`config.mk`:
```
export PLATFORM = sky130hd
export DESIGN_NAME = keypad_scan
export DESIGN_NICKNAME = d
export VERILOG_FILES = /design/src/rtl/keypad_scan.sv
export SDC_FILE = /design/constraint.sdc
export NUM_CORES = 1
export LEC_CHECK = 0
export BUFFER_PORTS_ARGS = -buffer_cell sky130_fd_sc_hd__buf_2
export CORE_UTILIZATION = 53
export CTS_CLUSTER_SIZE = 10
export DETAILED_ROUTE_END_ITERATION = 16
export PLACE_DENSITY = 0.73
export SLEW_MARGIN = 25
export SYNTH_ARGS = -nofsm -noshare
export SYNTH_HDL_FRONTEND = slang
export SYNTH_SLANG_ARGS = --single-unit
```
`constraint.sdc`:
```
create_clock -name CLK_1K -period 3.2 [get_ports CLK_1K]
set_input_delay 0.48 -clock CLK_1K [delete_from_list [all_inputs] [get_ports CLK_1K]]
set_output_delay 0.48 -clock CLK_1K [all_outputs]
set_load 0.05 [all_outputs]
```
`src/rtl/keypad_scan.sv`:
```
// 4x4 matrix keypad scanner: walks active-low rows, debounces a single pressed key,
// reports its code with a one-cycle flag, and debounces the release before resuming the scan.
module keypad_scan #(
    parameter int SCAN_HOLD = 4,
    parameter int DEBOUNCE  = 10
) (
    input  logic       CLK_1K,
    input  logic       RST,
    input  logic [3:0] col_in,
    output logic [3:0] row_out,
    output logic [3:0] key_value,
    output logic       flag,
    output logic       busy,
    output logic [1:0] dbg_state
);

    typedef enum logic [1:0] {
        S_SCAN     = 2'd0,
        S_DEBOUNCE = 2'd1,
        S_PRESSED  = 2'd2,
        S_RELEASE  = 2'd3
    } state_t;

    localparam logic [3:0] HOLD_LAST = 4'(SCAN_HOLD - 1);
    localparam logic [7:0] DEB_TGT   = 8'(DEBOUNCE);

    state_t     state_q, state_d;
    logic [3:0] sync1_q, col_s_q;
    logic [1:0] row_q, row_d;
    logic [3:0] hold_q, hold_d;
    logic [7:0] deb_q, deb_d;
    logic [3:0] pat_q, pat_d;
    logic [1:0] key_col_q, key_col_d;
    logic [3:0] key_value_q, key_value_d;
    logic       flag_q, flag_d;
    logic [7:0] deb_inc;
    logic       one_low;
    logic [1:0] low_idx;

    always_comb begin
        one_low = 1'b1;
        low_idx = 2'd0;
        case (col_s_q)
            4'b1110: low_idx = 2'd0;
            4'b1101: low_idx = 2'd1;
            4'b1011: low_idx = 2'd2;
            4'b0111: low_idx = 2'd3;
            default: one_low = 1'b0;
        endcase
    end

    assign deb_inc = (deb_q == 8'hFF) ? deb_q : deb_q + 8'd1;

    always_comb begin
        state_d     = state_q;
        row_d       = row_q;
        hold_d      = hold_q;
        deb_d       = deb_q;
        pat_d       = pat_q;
        key_col_d   = key_col_q;
        key_value_d = key_value_q;
        flag_d      = 1'b0;
        case (state_q)
            S_SCAN: begin
                if (hold_q >= HOLD_LAST) begin
                    hold_d = 4'd0;
                    if (one_low) begin
                        pat_d     = col_s_q;
                        key_col_d = low_idx;
                        deb_d     = 8'd1;
                        state_d   = S_DEBOUNCE;
                    end else begin
                        row_d = row_q + 2'd1;
                    end
                end else begin
                    hold_d = (hold_q == 4'hF) ? hold_q : hold_q + 4'd1;
                end
            end
            S_DEBOUNCE: begin
                if (col_s_q == pat_q) begin
                    deb_d = deb_inc;
                    if (deb_inc >= DEB_TGT) begin
                        state_d     = S_PRESSED;
                        flag_d      = 1'b1;
                        key_value_d = {row_q, key_col_q};
                    end
                end else begin
                    state_d = S_SCAN;
                    row_d   = row_q + 2'd1;
                    hold_d  = 4'd0;
                    deb_d   = 8'd0;
                end
            end
            S_PRESSED: begin
                if (col_s_q == 4'hF) begin
                    state_d = S_RELEASE;
                    deb_d   = 8'd0;
                end
            end
            S_RELEASE: begin
                // Any low column during release is bounce: fall back without a new flag.
                if (col_s_q == 4'hF) begin
                    deb_d = deb_inc;
                    if (deb_inc >= DEB_TGT) begin
                        state_d = S_SCAN;
                        row_d   = row_q + 2'd1;
                        hold_d  = 4'd0;
                        deb_d   = 8'd0;
                    end
                end else begin
                    state_d = S_PRESSED;
                    deb_d   = 8'd0;
                end
            end
            default: state_d = S_SCAN;
        endcase
    end

    always_ff @(posedge CLK_1K or negedge RST) begin
        if (!RST) begin
            state_q     <= S_SCAN;
            sync1_q     <= 4'hF;
            col_s_q     <= 4'hF;
            row_q       <= 2'd0;
            hold_q      <= 4'd0;
            deb_q       <= 8'd0;
            pat_q       <= 4'hF;
            key_col_q   <= 2'd0;
            key_value_q <= 4'd0;
            flag_q      <= 1'b0;
        end else begin
            state_q     <= state_d;
            sync1_q     <= col_in;
            col_s_q     <= sync1_q;
            row_q       <= row_d;
            hold_q      <= hold_d;
            deb_q       <= deb_d;
            pat_q       <= pat_d;
            key_col_q   <= key_col_d;
            key_value_q <= key_value_d;
            flag_q      <= flag_d;
        end
    end

    // Row drive follows the row index, which stays put outside SCAN.
    always_comb begin
        row_out = 4'hF;
        case (row_q)
            2'd0: row_out = 4'b1110;
            2'd1: row_out = 4'b1101;
            2'd2: row_out = 4'b1011;
            2'd3: row_out = 4'b0111;
            default: row_out = 4'hF;
        endcase
    end

    assign key_value = key_value_q;
    assign flag      = flag_q;
    assign busy      = (state_q != S_SCAN);
    assign dbg_state = state_q;

endmodule

```
==> impl_metrics.csv, run 1 <==
group,metric,value,unit
run_status,status,"finished clean",
global_route,antenna_found_initial,0,
sta,clock_skew,0.0118,ns
power_and_ir_drop,vdd_drop_max,0.253,mV
sta,setup_viol,0,
worst_setup_path,critPathMaxFanout,8,
detailed_routing,firstDrtPassIters,4,
floorplan,start_util,55.8,%
final_layout,final_cells,255,
floorplan,die_w,61.5,µm
detailed_routing,wl,3760,µm
sta,finalMaxSlewViolations,0,
sta,rsz0062_at_grt,"false",
placed_design,place_area,1980,µm²
sta,fmax,0.402,GHz
final_layout,insertedDiodeCount,0,
global_route,grt_overflow,0,
cts,insertion_delay,0.35,ns
worst_setup_path,cp.required,3.45,ns
placed_design,numPortBuffers,17,
detailed_routing,wl_met3,197,µm
detailed_routing,route.detailed.drc,0,
yosys,synth_cells,193,
detailed_routing,drtIter0Drc,95,
yosys,ys_ff_latch,35,
yosys,dominantRegCellSynth,"dfrtp_1",
final_layout,layout_commonest_cell,"dfrtp_1",
detailed_routing,wire_per_inst,14.8,µm
cts,cts_tree,"built",
power_and_ir_drop,p_leak,0.936,nW
yosys,synth_top_family_by_area,"compound AO/OA/AOI/OAI gates",
worst_setup_path,max_stage_delay,0.44,ns
detailed_routing,topRoutingLayerUsed,"met4",
worst_setup_path,critPathLaunchType,"flop",
worst_setup_path,cp_cell_sequence,"ha_1 -> xnor2_1 -> nand3_1 -> o41ai_1 -> o221a_4 -> mux2_2 -> a211oi_1",
worst_setup_path,timing.rr.end,"row_q[0]$_DFFE_PN0P_",
final_layout,final_cell_mix,"23 x dfrtp_1, 18 x nand2_1, 17 x o21ai_0, 17 x buf_2, 15 x inv_1",
global_route,grt_usage,23.3,%
worst_setup_path,slowest_stage,"o41ai_1",
sta,fin_crit,2.49,ns
power_and_ir_drop,power_density,737,nW/µm²
detailed_routing,ant_nets,0,
floorplan,rows,21,
floorplan,num_io_pins,18,
yosys,yosysSeqAreaShare,47.5,%
yosys,synth-compound-area-share,20.6,%
cts,cts_buffers,5,
global_route,grt_max_degree,36,
yosys,synthSimpleGateAreaFrac,17.2,%
worst_setup_path,crit_family,"compound AO/OA/AOI/OAI gates",
sta,post-route-period-util,77.8,%
yosys,syn_area_per_cell,9.72,µm²
final_layout,area_delta_synth_final,9.74,%
cts,cts.path.max_buffers,2,
floorplan,die_h,61.5,µm
floorplan,core,3360,µm²
final_layout,drive_above_1_share,22.0,%
yosys,syn_area,1880,µm²
global_route,grt_pass1_wl,6240,µm
floorplan,dieArea,3780,µm²
yosys,yosysWarnings,0,
cts,hold_buffers,0,
worst_setup_path,cp-end-kind,"flop",
worst_setup_path,worst_ep_arrival_time,2.74,ns
worst_setup_path,rrSetupSlack,0.71,ns
cts,post_cts_buffers,0,
final_layout,nets,220,
yosys,yosysUniqueCellTypes,47,
yosys,syn_nets,205,
sta,finalHoldViolCount,0,
detailed_routing,dr_wl_met2,1790,µm
worst_setup_path,rr_worst_depth,7,
sta,worst_slew_pin_slew,0.746,ns
yosys,synth_mux_area_share,3.40,%
cts,cts-root-buf,"clkbuf_4",
power_and_ir_drop,total_power,1.52,mW
global_route,grt_pass1_vias,1416,
detailed_routing,avgViaCountPerCell,5.93,
sta,slew_headroom,50.3,%
worst_setup_path,crit_buf_inv,0,
cts,cts.sinks,35,
detailed_routing,vias,1512,
placed_design,placed_cells,247,
worst_setup_path,crit_type,"reg -> reg",
placed_design,gp_routability_congestion,0.921,
detailed_routing,m1WireLength,1650,µm
placed_design,hpwl,2600,µm
worst_setup_path,r2r_start,"deb_q[0]$_DFFE_PN0P_",
yosys,synth_edf_count,0,
run,maxCapViolations,0,
yosys,yosys.area_share.adder,4.00,%
cts,post_cts_resize_count,0,
yosys,synth-xor-area-share,1.87,%
cts,cts_max_level,2,
worst_hold_path,hold_class,"in -> async",
cts,clk_pin_slew_worst_paths,0.12,ns
sta,finalSetupTns,0,ns
yosys,async_reset_ff_share,100,%
final_layout,design_area,2060,µm²
[synthesized netlist by cell type (2+ instances only)]
library cell  instances  share of area [%]
nand2_1              18                3.6
a21o_1                2               0.80
or3_1                 2               0.67
o31ai_1               2               0.80
a21boi_0              3                1.2
mux2_4                2                1.6
mux2_2                3                1.8
a211oi_1              2               0.80
nor2_1               13                2.6
clkbuf_1              3               0.60
inv_1                15                3.0
o21ai_1               2               0.53
ha_1                  6                4.0
o211a_1               3                1.6
o211ai_1              4                1.6
o21ai_0              17                4.5
o41ai_1               3                1.4
nor3_1                2               0.53
dfstp_2              12                 17
dfrtp_1              23                 31
nand4_1               3                1.0
buf_2                 6                1.6
and3_1                5                1.7
nand3_1               6                1.6
a21oi_1               8                2.1
a22o_1                2               0.93
xnor2_1               4                1.9
nor4_1                2               0.67
nand4b_1              2               0.93
[flip-flops by register name, summed over array words and instances, names as in the netlist]
register,cells
dbg_state,2
key_col_q,2
hold_q,4
col_s_q,4
key_value,4
deb_q,8
flag,1
row_q,2
pat_q,4
sync1_q,4
[worst max-delay path by stage]
stage	start	end	depth (start not counted)
finish	deb_q[0]$_DFFE_PN0P_	row_q[0]$_DFFE_PN0P_	7
global route	deb_q[0]$_DFFE_PN0P_	row_q[0]$_DFFE_PN0P_	7
CTS	deb_q[0]$_DFFE_PN0P_	row_q[0]$_DFFE_PN0P_	7
detailed placement	deb_q[0]$_DFFE_PN0P_	row_q[0]$_DFFE_PN0P_	7
global placement	deb_q[0]$_DFFE_PN0P_	row_q[0]$_DFFE_PN0P_	7
floorplan	dbg_state[1]$_DFFE_PN0P_	row_q[1]$_DFFE_PN0P_	8
[report_power, final]
| part | switching [mW] | internal [mW] | total [mW] |
|---|---|---|---|
| registers | 0.0817 | 0.547 | 0.628 |
| clock network | 0.161 | 0.164 | 0.325 |
| logic | 0.371 | 0.192 | 0.563 |
| total | 0.613 | 0.903 | 1.52 |
[per-layer routing]
metal	up-vias	track usage, %
met4	0	13.0
met2	48	36.6
met5	-	0
li1	730	-
met1	722	28.9
met3	12	6.30
[metrics by stage]
step / utilization [%] / setup WS, ns / hold slack [ns]
finish: 61.2 / 0.711 / 0.181
global route: 61.2 / 0.438 / 0.176
CTS: 61.2 / 0.717 / 0.202
detailed placement: 58.8 / 0.785 / 0.348
global placement: 58.8 / 0.892 / 0.346
floorplan: - / 0.806 / 0.184
[area by class of cell]
class	instances	area, µm²
Clock buffer	5	37.5
Fill cell	302	1310
Clock inverter	3	43.8
Inverter	16	60.1
Sequential cell	35	891
Timing Repair Buffer	17	85.1
Tap cell	46	57.6
Multi-Input combinational cell	133	883
[logic make-up after synthesis]
family | after synthesis
AND/OR/NAND/NOR | 62
AO/OA/AOI/OAI | 56
flip-flops | 35
buffers and inverters | 25
adder cells (fa/ha/maj) | 6
multiplexers | 5
XOR/XNOR | 4
[worst reg2reg max path: stages, from the launching register on]
cell      delay (ns)
dfrtp_1         0.43
ha_1            0.31
xnor2_1         0.21
nand3_1         0.10
o41ai_1         0.44
o221a_4         0.32
mux2_2          0.34
a211oi_1        0.25
Note: power is estimated with default switching activity, not from simulation.
==> run 2, diff against run 1 <==
--- a/config.mk
+++ b/config.mk
@@ -5,6 +5,7 @@
 export SDC_FILE = /design/constraint.sdc
 export NUM_CORES = 1
 export LEC_CHECK = 0
+export ABC_AREA = 1
 export BUFFER_PORTS_ARGS = -buffer_cell sky130_fd_sc_hd__buf_2
 export CORE_UTILIZATION = 53
 export CTS_CLUSTER_SIZE = 10
==> constraint.sdc (replaced) <==
create_clock -name CLK_1K -period 2.6 [get_ports CLK_1K]
set_input_delay 0.39 -clock CLK_1K [delete_from_list [all_inputs] [get_ports CLK_1K]]
set_output_delay 0.39 -clock CLK_1K [all_outputs]
set_load 0.05 [all_outputs]
==> run 2 against run 1 <==
Critical path depth is 5 higher. Largest power group unchanged. Via count is 8.4% lower. Register-to-register slack better by 0.02 ns. Die area hardly changed. Combinational power is 15% higher. Clock-buffer cell count is 1 higher. First-iteration DRC count is 38% lower. Clock skew is 0.0060 ns lower. Critical endpoint is now deb_q[0]$_DFFE_PN0P_. Wire length is 16% lower.
==> impl_metrics.csv, run 2 <==
group,metric,value,unit
sta,whs,0.110,ns
power_and_ir_drop,vdd_drop_max,0.480,mV
final_layout,largest_reg_flops,8,
floorplan,die_w,61.5,µm
sta,finalMaxSlewViolations,0,
cts,cts_tree,"built",
final_layout,insertedDiodeCount,0,
cts,cts.sinks,35,
worst_setup_path,worst_ep_arrival_time,2.14,ns
power_and_ir_drop,seqPwrFrac,45.1,%
final_layout,area_delta_synth_final,10.2,%
worst_hold_path,hold_class,"in -> async",
run,maxCapViolations,0,
global_route,grt_max_degree,36,
global_route,grt_pass1_wl,5330,µm
detailed_routing,vias,1385,
sta,fin_ws,0.730,ns
placed_design,place_area,2010,µm²
detailed_routing,wire_per_inst,11.0,µm
power_and_ir_drop,power.switching,714,µW
sta,finalSetupTns,0,ns
floorplan,core,3360,µm²
sta,slew_headroom,50.3,%
final_layout,drive_above_1_share,28.5,%
floorplan,num_io_pins,18,
final_layout,final_cell_mix,"45 x nand2_1, 35 x inv_1, 23 x dfrtp_1, 17 x buf_2, 15 x nor2_1",
power_and_ir_drop,total_power,1.69,mW
yosys,synth_top_area_share,30.7,%
detailed_routing,drtIter0Drc,59,
cts,cts_max_level,2,
detailed_routing,firstDrtPassIters,5,
floorplan,die_h,61.5,µm
power_and_ir_drop,power_frac_clock,16.6,%
yosys,yosysUniqueCellTypes,30,
final_layout,layout_commonest_cell,"nand2_1",
yosys,dominantRegCellSynth,"dfrtp_1",
worst_setup_path,cp_cell_sequence,"ha_1 -> nand2_2 -> nor2_4 -> nand2_4 -> inv_2 -> nor2_2 -> nand2_2 -> nand2_4 -> nand4_4 -> nand2_2 -> nand2_2 -> a21oi_2",
worst_setup_path,cp-end-kind,"flop",
cts,cts_buffers,5,
power_and_ir_drop,internal-power,977,µW
worst_setup_path,cp.required,2.87,ns
yosys,yosysWarnings,0,
sta,fin_crit,1.87,ns
global_route,grt_pass1_vias,1234,
worst_setup_path,critPathLaunchType,"flop",
floorplan,rows,21,
final_layout,fillers,311,
yosys,syn_area_per_cell,8.61,µm²
power_and_ir_drop,p_comb_share,38.3,%
run_status,status,"finished clean",
worst_setup_path,crit_type,"reg -> reg",
detailed_routing,wl,3180,µm
yosys,synth_cells,218,
placed_design,hpwl,2360,µm
yosys,yosysSeqAreaShare,47.5,%
global_route,antenna_found_initial,0,
worst_setup_path,critPathMaxFanout,5,
cts,post_cts_resize_count,0,
power_and_ir_drop,p_leak,1.07,nW
worst_setup_path,slowest_stage,"dfrtp_1",
sta,finalHoldViolCount,0,
power_and_ir_drop,p_sw_share,42.2,%
placed_design,numPortBuffers,17,
yosys,syn_nets,230,
sta,post-route-period-util,71.9,%
worst_setup_path,cpMostUsedCell,"nand2_2",
sta,worst_slew_pin_slew,0.746,ns
cts,cts-root-buf,"clkbuf_4",
yosys,ys_top_cells_by_count,"45 x nand2_1, 35 x inv_1, 23 x dfrtp_1",
cts,hold_buffers,0,
sta,clock_skew,0.00577,ns
cts,post_cts_buffers,0,
cts,insertion_delay,0.33,ns
yosys,async_reset_ff_share,100,%
placed_design,place_ws,0.756,ns
final_layout,largest_register,"deb_q",
yosys,yosysMostFrequentCell,"nand2_1",
cts,cts.path.max_buffers,2,
detailed_routing,ant_nets,0,
yosys,ys_ff_latch,35,
final_layout,design_area,2070,µm²
floorplan,dieArea,3780,µm²
yosys,yosys-top-cells-area,"dfrtp_1 31%, dfstp_2 17%, nand2_1 9.0%",
power_and_ir_drop,power_density,818,nW/µm²
sta,setup_viol,0,
sta,fmax,0.535,GHz
floorplan,start_util,55.8,%
global_route,grt_overflow,0,
yosys,syn_area,1880,µm²
yosys,yosysTopAreaCell,"dfrtp_1",
final_layout,nets,253,
sta,rsz0062_at_grt,"false",
detailed_routing,avgViaCountPerCell,4.81,
yosys,synth_edf_count,0,
detailed_routing,route.detailed.drc,0,
worst_setup_path,max_stage_delay,0.45,ns
placed_design,gp_routability_congestion,0.804,
global_route,grt_usage,20.0,%
cts,clk_pin_slew_worst_paths,0.10,ns
run 2: cell count changes after synthesis, moves of 4 or more:
cell      previous run  this run
nand2_1             18        45
inv_2                1         5
nand3_2              0         4
o211ai_1             4         0
o21ai_1              2         7
nand2_2              1        10
o21ai_0             17         6
inv_1               15        35
buf_2                6         1
and3_1               5         0
xor2_1               0         4
nand3_1              6        11
xnor2_1              4         0
run 2: critical path: cells and delay by family (launching register included):
family / cells / cell delay [ns]
adders and majority gates: 1 / 0.27
AOI/OAI and AO/OA: 1 / 0.11
buffers and inverters: 1 / 0.07
and+or+nand+nor: 9 / 0.90
DFF: 1 / 0.45
run 2: worst paths after layout:
kind                                 startpoint                    to  slack (ns)  depth (start not counted)
setup / recovery           deb_q[0]$_DFFE_PN0P_  deb_q[0]$_DFFE_PN0P_        0.73                         12
hold / removal                              RST        flag$_DFF_PN0_        0.11                          1
setup reg to reg           deb_q[0]$_DFFE_PN0P_  deb_q[0]$_DFFE_PN0P_        0.73                         12
hold reg to reg            sync1_q[2]$_DFF_PN1_  col_s_q[2]$_DFF_PN1_        0.36                          0
max in group asynchronous                   RST  deb_q[6]$_DFFE_PN0P_        2.01                          1
min in group CLK_1K                   col_in[2]  sync1_q[2]$_DFF_PN1_        0.14                          1
run 2: through the flow:
stage	cells	utilization, %
global placement	280	59.9
finish	288	61.5
CTS	288	61.5
floorplan	218	-
global route	288	61.5
detailed placement	280	59.9
run 2: logic make-up after synthesis:
logic type | count (synthesis) | synth area share [%]
DFF | 35 | 47.5
AOI/OAI and AO/OA | 28 | 8.67
and+or+nand+nor | 103 | 29.5
adders and majority gates | 6 | 4.00
xor gates and xnor gates | 4 | 1.87
buffers and inverters | 42 | 8.47
run 2: layer usage:
| layer | GRT usage, % | vias up | wire length [µm] |
|---|---|---|---|
| li1 | - | 729 | - |
| met1 | 26.8 | 611 | 1550 |
| met2 | 29.6 | 43 | 1390 |
| met3 | 6.72 | 2 | 206 |
| met4 | 8.57 | 0 | 30 |
| met5 | 0 | - | 0 |
run 2: power by group through the flow:
stage	combinational, mW	clock, mW	sequential [mW]
after floorplan	0.504	0	0.773
after global placement	0.645	0	0.767
after detailed placement	0.654	0	0.769
after CTS	0.656	0.300	0.761
after global routing	0.737	0.317	0.779
final	0.648	0.281	0.763
run 2: area by class of cell:
cell class / count / area (µm²) / share of cell area, %
Tap cell: 46 / 57.6 / 2.78
Clock buffer: 6 / 41.3 / 2.00
Clock inverter: 2 / 12.5 / 0.605
Sequential cell: 35 / 891 / 43.1
Inverter: 41 / 154 / 7.44
Timing Repair Buffer: 17 / 85.1 / 4.11
Multi-Input combinational cell: 141 / 827 / 40.0
